--- src/rtl/cpu_bus_pkg.sv ---
// -----------------------------------------------------------------------------
// cpu_bus_pkg
//   Shared definitions for the CPU request bus to AHB-Lite bridge and the CAN
//   register sequencer that drives it.
//   - AHB-Lite constants used by the bridge (transfer type, size, burst, prot)
//   - bridge FSM state type
//   - CAN controller register address map (byte offsets, word aligned)
//   - request legality helper
// -----------------------------------------------------------------------------
package cpu_bus_pkg;

    // AHB-Lite encodings. The bridge only ever issues single word transfers.
    localparam logic [1:0] HTRANS_IDLE   = 2'b00;
    localparam logic [1:0] HTRANS_NONSEQ = 2'b10;
    localparam logic [2:0] HSIZE_WORD    = 3'b010;
    localparam logic [2:0] HBURST_SINGLE = 3'b000;
    localparam logic [3:0] HPROT_DEFAULT = 4'b0011;

    // Bridge FSM states.
    typedef enum logic [1:0] {
        ST_IDLE,
        ST_ADDR,
        ST_DATA,
        ST_DONE
    } bridge_state_e;

    // CAN controller register map.
    localparam logic [31:0] CAN_REG_MODE     = 32'h0000_0000;
    localparam logic [31:0] CAN_REG_CMD      = 32'h0000_0004;
    localparam logic [31:0] CAN_REG_BTR      = 32'h0000_0008;
    localparam logic [31:0] CAN_REG_IRQ_EN   = 32'h0000_000C;
    localparam logic [31:0] CAN_REG_STATUS   = 32'h0000_0010;
    localparam logic [31:0] CAN_REG_RX_CTRL  = 32'h0000_0040;
    localparam logic [31:0] CAN_REG_RX_ID    = 32'h0000_0044;
    localparam logic [31:0] CAN_REG_RX_DATA0 = 32'h0000_0048;
    localparam logic [31:0] CAN_REG_RX_DATA1 = 32'h0000_004C;
    localparam logic [31:0] CAN_REG_TX_CTRL  = 32'h0000_0100;
    localparam logic [31:0] CAN_REG_TX_ID    = 32'h0000_0104;
    localparam logic [31:0] CAN_REG_TX_DATA0 = 32'h0000_0108;
    localparam logic [31:0] CAN_REG_TX_DATA1 = 32'h0000_010C;
    localparam logic [31:0] CAN_REG_FILTER   = 32'h0000_0200;

    // A request is legal when exactly one direction is set and the byte
    // address is word aligned.
    function automatic logic req_is_legal(input logic        rd,
                                          input logic        wr,
                                          input logic [31:0] addr);
        return (rd ^ wr) && (addr[1:0] == 2'b00);
    endfunction

endpackage

--- src/rtl/cpu_ahb_bridge.sv ---
// -----------------------------------------------------------------------------
// cpu_ahb_bridge
//   Converts single cpu_cs/cpu_read/cpu_write requests into single AHB-Lite
//   word transfers. One transfer outstanding at a time; every request is
//   completed by a one-cycle cpu_ack with cpu_err. A data phase that keeps
//   hready low for TIMEOUT_CYCLES cycles is completed with an error.
//
// Parameters
//   TIMEOUT_CYCLES  data-phase hready-low cycles before forced error (0 = off)
//   CNT_W           timeout counter width, 2**CNT_W > TIMEOUT_CYCLES
//
// Ports
//   hclk, rstn      clock, asynchronous active-low reset
//   cpu_cs          request valid, held until cpu_ack
//   cpu_read/write  request direction (exactly one must be set)
//   cpu_addr/wdat   byte address / write data, stable while cpu_cs is high
//   cpu_rdat        last successfully read data, updated with cpu_ack
//   cpu_ack/err     one-cycle completion pulse and its error qualifier
//   haddr..hprot    AHB-Lite master address/control outputs (registered)
//   hwdata          AHB-Lite write data
//   hrdata/hready/hresp  AHB-Lite slave response inputs
//   busy            high whenever the FSM is not in IDLE
// -----------------------------------------------------------------------------
module cpu_ahb_bridge
    import cpu_bus_pkg::*;
#(
    parameter int unsigned TIMEOUT_CYCLES = 255,
    parameter int unsigned CNT_W          = 8
) (
    input  logic        hclk,
    input  logic        rstn,
    input  logic        cpu_cs,
    input  logic        cpu_read,
    input  logic        cpu_write,
    input  logic [31:0] cpu_addr,
    input  logic [31:0] cpu_wdat,
    output logic [31:0] cpu_rdat,
    output logic        cpu_ack,
    output logic        cpu_err,
    output logic [31:0] haddr,
    output logic [1:0]  htrans,
    output logic        hwrite,
    output logic [2:0]  hsize,
    output logic [2:0]  hburst,
    output logic [3:0]  hprot,
    output logic [31:0] hwdata,
    input  logic [31:0] hrdata,
    input  logic        hready,
    input  logic        hresp,
    output logic        busy
);

    localparam logic [CNT_W:0] TIMEOUT_LIM = (CNT_W + 1)'(TIMEOUT_CYCLES);
    localparam logic [CNT_W:0] CNT_ONE     = (CNT_W + 1)'(1);

    bridge_state_e    state_q;
    logic             cs_q;
    logic             armed_q;
    logic [31:0]      haddr_q;
    logic [1:0]       htrans_q;
    logic             hwrite_q;
    logic [31:0]      wdat_q;
    logic [31:0]      hwdata_q;
    logic [31:0]      rdat_q;
    logic             ack_q;
    logic             err_q;
    logic             busy_q;
    logic [CNT_W-1:0] cnt_q;

    logic [CNT_W:0]   cnt_d;
    logic             timeout_hit;

    // Counter value after this data-phase wait cycle; one extra bit so the
    // comparison against the limit can never alias on wrap.
    always_comb begin
        cnt_d       = {1'b0, cnt_q} + CNT_ONE;
        timeout_hit = (TIMEOUT_CYCLES != 0) && (cnt_d == TIMEOUT_LIM);
    end

    // cs is sampled into cs_q and the FSM acts on the sampled value. armed_q
    // is set only after IDLE has seen cs low, so a cs that is still high (or
    // still sampled high) right after an ack cannot replay the request.
    always_ff @(posedge hclk or negedge rstn) begin
        if (!rstn) begin
            state_q  <= ST_IDLE;
            cs_q     <= 1'b0;
            armed_q  <= 1'b1;
            haddr_q  <= '0;
            htrans_q <= HTRANS_IDLE;
            hwrite_q <= 1'b0;
            wdat_q   <= '0;
            hwdata_q <= '0;
            rdat_q   <= '0;
            ack_q    <= 1'b0;
            err_q    <= 1'b0;
            busy_q   <= 1'b0;
            cnt_q    <= '0;
        end else begin
            cs_q  <= cpu_cs;
            ack_q <= 1'b0;
            err_q <= 1'b0;

            unique case (state_q)
                ST_IDLE: begin
                    if (!cs_q) begin
                        armed_q <= 1'b1;
                    end else if (armed_q) begin
                        armed_q <= 1'b0;
                        busy_q  <= 1'b1;
                        if (req_is_legal(cpu_read, cpu_write, cpu_addr)) begin
                            haddr_q  <= cpu_addr;
                            hwrite_q <= cpu_write;
                            wdat_q   <= cpu_wdat;
                            htrans_q <= HTRANS_NONSEQ;
                            state_q  <= ST_ADDR;
                        end else begin
                            // Rejected without touching the bus.
                            ack_q   <= 1'b1;
                            err_q   <= 1'b1;
                            state_q <= ST_DONE;
                        end
                    end
                end

                ST_ADDR: begin
                    if (hready) begin
                        htrans_q <= HTRANS_IDLE;
                        if (hwrite_q) begin
                            hwdata_q <= wdat_q;
                        end
                        cnt_q   <= '0;
                        state_q <= ST_DATA;
                    end
                end

                ST_DATA: begin
                    if (hready) begin
                        ack_q <= 1'b1;
                        err_q <= hresp;
                        if (!hresp && !hwrite_q) begin
                            rdat_q <= hrdata;
                        end
                        state_q <= ST_DONE;
                    end else begin
                        // hresp=1 here is the first half of an ERROR response;
                        // it is treated like any other wait cycle.
                        cnt_q <= cnt_d[CNT_W-1:0];
                        if (timeout_hit) begin
                            ack_q   <= 1'b1;
                            err_q   <= 1'b1;
                            state_q <= ST_DONE;
                        end
                    end
                end

                ST_DONE: begin
                    busy_q  <= 1'b0;
                    state_q <= ST_IDLE;
                end

                default: begin
                    htrans_q <= HTRANS_IDLE;
                    busy_q   <= 1'b0;
                    state_q  <= ST_IDLE;
                end
            endcase
        end
    end

    assign cpu_rdat = rdat_q;
    assign cpu_ack  = ack_q;
    assign cpu_err  = err_q;
    assign haddr    = haddr_q;
    assign htrans   = htrans_q;
    assign hwrite   = hwrite_q;
    assign hsize    = HSIZE_WORD;
    assign hburst   = HBURST_SINGLE;
    assign hprot    = HPROT_DEFAULT;
    assign hwdata   = hwdata_q;
    assign busy     = busy_q;

endmodule
--- config.mk ---
export PLATFORM = sky130hd
export DESIGN_NAME = cpu_ahb_bridge
export DESIGN_NICKNAME = d
export VERILOG_FILES = /design/src/rtl/cpu_bus_pkg.sv /design/src/rtl/cpu_ahb_bridge.sv
export SDC_FILE = /design/constraint.sdc
export NUM_CORES = 1
export LEC_CHECK = 0
export BUFFER_PORTS_ARGS = -buffer_cell sky130_fd_sc_hd__buf_4
export CORE_MARGIN = 3
export CORE_UTILIZATION = 54
export CTS_CLUSTER_DIAMETER = 50
export DETAILED_ROUTE_END_ITERATION = 6
export PLACE_DENSITY = 0.92
export SYNTH_ARGS = -nofsm -noshare
export SYNTH_HDL_FRONTEND = slang
export SYNTH_SLANG_ARGS = --single-unit
--- constraint.sdc ---
create_clock -name hclk -period 4.8 [get_ports hclk]
set_input_delay 0.96 -clock hclk [delete_from_list [all_inputs] [get_ports hclk]]
set_output_delay 0.96 -clock hclk [all_outputs]
set_load 0.03 [all_outputs]
==> qor.csv <==
stage;metric;value;unit
status;status;finished, final reports clean;
sta;setup_tns;0;ns
routing;wl_per_cell;18.7;µm
synthesis;yosysWarningCount;0;
cts;clkTransAtPathRegs;0.06;ns
critical_path;critPathMaxStageDelay;0.56;ns
critical_path;critPathKind;reg -> reg;
sta;fin_skew;0.00529;ns
synthesis;synth_top_cell_area_share;0.590;
grt;grt_pass1_vias;4287;
cts;htreeDepth;4;
die;io_pins;215;
cts;clock_path_buffers;2;
grt;antenna_found_initial;0;
sta;min_period;2.53;ns
pwr;p_per_area;705;nW/µm²
sta;fin_crit_sh;0.527;
sta;tightest_slew;1.16;ns
grt;track_usage;0.229;
die;initial_utilization;0.558;
grt;overflow;0;
flow_run;drv_cap;0;
grt;grt_max_degree;116;
finish;final_cell_area;8240;µm²
sta;finalHoldViolCount;0;
hold_path;worstHoldPathType;reg -> reg;
cts;cts_tree;built;
finish;area_growth_syn_to_layout;35.0;%
critical_path;crit_path_end_kind;flop;
routing;initialDrtViolationCount;179;
cts;clock-sinks;145;
critical_path;cp_max_fo;65;
synthesis;yosys-top-cells-area;dfrtp_1, mux2_2, mux2_4;
routing;drc;0;
sta;max_slew_margin;0.227;
routing;dr_total_vias;4016;
grt;grt_pass1_wl;22500;µm
critical_path;cp_top_family;simple AND/OR/NAND/NOR gates;
synthesis;synth_cells;400;
synthesis;ys.flop_type;dfrtp_1;
synthesis;synthesis.area;6100;µm²
sta;timing_max_transition_violations_final;0;
critical_path;path_buf_inv;1;
routing;ant_nets;0;
pwr;p_leak;4.31;nW
pwr;vdd_drop_max;487;µV
die;dieArea;12600;µm²
finish;drive_gt1_frac;0.597;
synthesis;ys_types;44;
routing;wl;14200;µm
cts;clkLatencyLatePin;0.42;ns
synthesis;ys_top_cells_by_count;dfrtp_1, mux2_2, mux2_4;
cts;cts_root_buf;clkbuf_16;
routing;viasPerCell;5.32;
die;dieHeight;112;µm
sta;fmax;0.396;GHz
synthesis;synth-seq-cells;145;
finish;fin_nets;711;
place;gp_congestion;0.863;
finish;antenna_cells;0;
sta;timing.final.ws_setup;2.27;ns
die;rows;38;
synthesis;yosys.cell_count.top_type;dfrtp_1;
sta;rsz0062_at_grt;no;
cts;hold_buffers;0;
cts;numCtsBuffers;17;
die;die_width;112;µm
critical_path;path_cells;inv_1 > ha_1 > and3_1 > nand2_4 > mux2_4;
critical_path;crit_path_start_kind;flop;
critical_path;cp_data_required_time;5.10;ns
cts;post_cts_resize_count;0;
place;placed_area;7650;µm²
synthesis;synth_largest_area_cell;dfrtp_1;
die;core;10900;µm²
place;preCtsSetupSlack;2.01;ns
routing;drtPass1Iterations;4;
sta;setup_viol;0;
synthesis;async_flop_share;1.00;
synthesis;ys_seq_area_frac;0.595;
place;dp_hpwl;9800;µm
critical_path;cp_slowest_cell;nand2_4;
place;port_buffers;203;
critical_path;worstPathArrival;2.83;ns
synthesis;syn_area_per_cell;15.3;µm²
cts;post-cts-setup-buffers;0;
synthesis;synth_edf_count;0;
==> per-stage QoR <==
step	power (W)	instances	util	hold WS, ns
5_1_grt	0.00608	755	0.754	0.475
6_report	0.00581	755	0.754	0.447
3_3_place_gp	0.00438	723	0.699	0.424
2_1_floorplan	0.00356	409	-	0.397
4_1_cts	0.00586	755	0.754	0.443
3_5_place_dp	0.00450	723	0.699	0.436
==> flip-flops by register name (all words and copies together), names as in the netlist, 2 cells and up <==
register / cells
cnt_q: 8
haddr: 32
hwdata: 32
wdat_q: 32
cpu_rdat: 32
state_q: 2
==> final timing paths <==
kind	from	to	slack, ns	cells past startpoint
min in group asynchronous	rstn	haddr[16]	0.67	1
hold reg to reg	cs_q	armed_q	0.45	1
hold / removal	cs_q	armed_q	0.45	1
setup reg to reg	state_q[1]	haddr[10]	2.27	5
setup / recovery	state_q[1]	haddr[10]	2.27	5
max in group asynchronous	rstn	armed_q	3.05	2
==> logic make-up (layout without fill, tap and decap cells) <==
logic type,Yosys count,after routing,synth area share
buf+inv,35,241,0.0412
xor+xnor,3,3,0.00430
other cells,2,11,0.00123
flops,145,145,0.595
simple gates,46,46,0.0402
mux,127,127,0.264
fa+ha+maj,6,6,0.0123
compound gates,36,36,0.0424
==> cell usage in the layout (no fill, tap or decap), types with 4 or more instances in the layout <==
cell type / count
buf_4: 204
dfrtp_1: 144
mux2_2: 78
mux2_4: 48
clkbuf_16: 17
nand2_1: 13
conb_1: 11
o211ai_1: 6
nor2_1: 6
a21oi_1: 6
ha_1: 6
clkinv_2: 6
a21boi_0: 5
inv_1: 4
nand2b_1: 4
o21ai_0: 4
==> layer usage <==
layer  track usage  vias up  share of wire  wire length [µm]
met3        0.0663       29          0.057               806
met1         0.257     2039           0.36              5120
li1              -     1804              -                 -
met4        0.0921        0          0.027               379
met5             0        -              0                 0
met2         0.411      144           0.55              7850
==> power by group <==
group	switching (W)	leakage (nW)	total, W	internal, W
Clock	0.000489	0.296	0.00133	0.000839
Combinational	0.00132	2.13	0.00241	0.00109
Sequential	0.000324	1.88	0.00207	0.00175
==> final cells by class <==
type	count	area (µm²)
clock buffers	21	460
multi-input cells	229	2280
inverters	4	15.0
clock inverters	11	136
flip-flops and latches	145	3630
repair buffers	205	1540
fillers	679	2690
well taps	140	175
No activity file was read; power rests on OpenSTA's default activity.
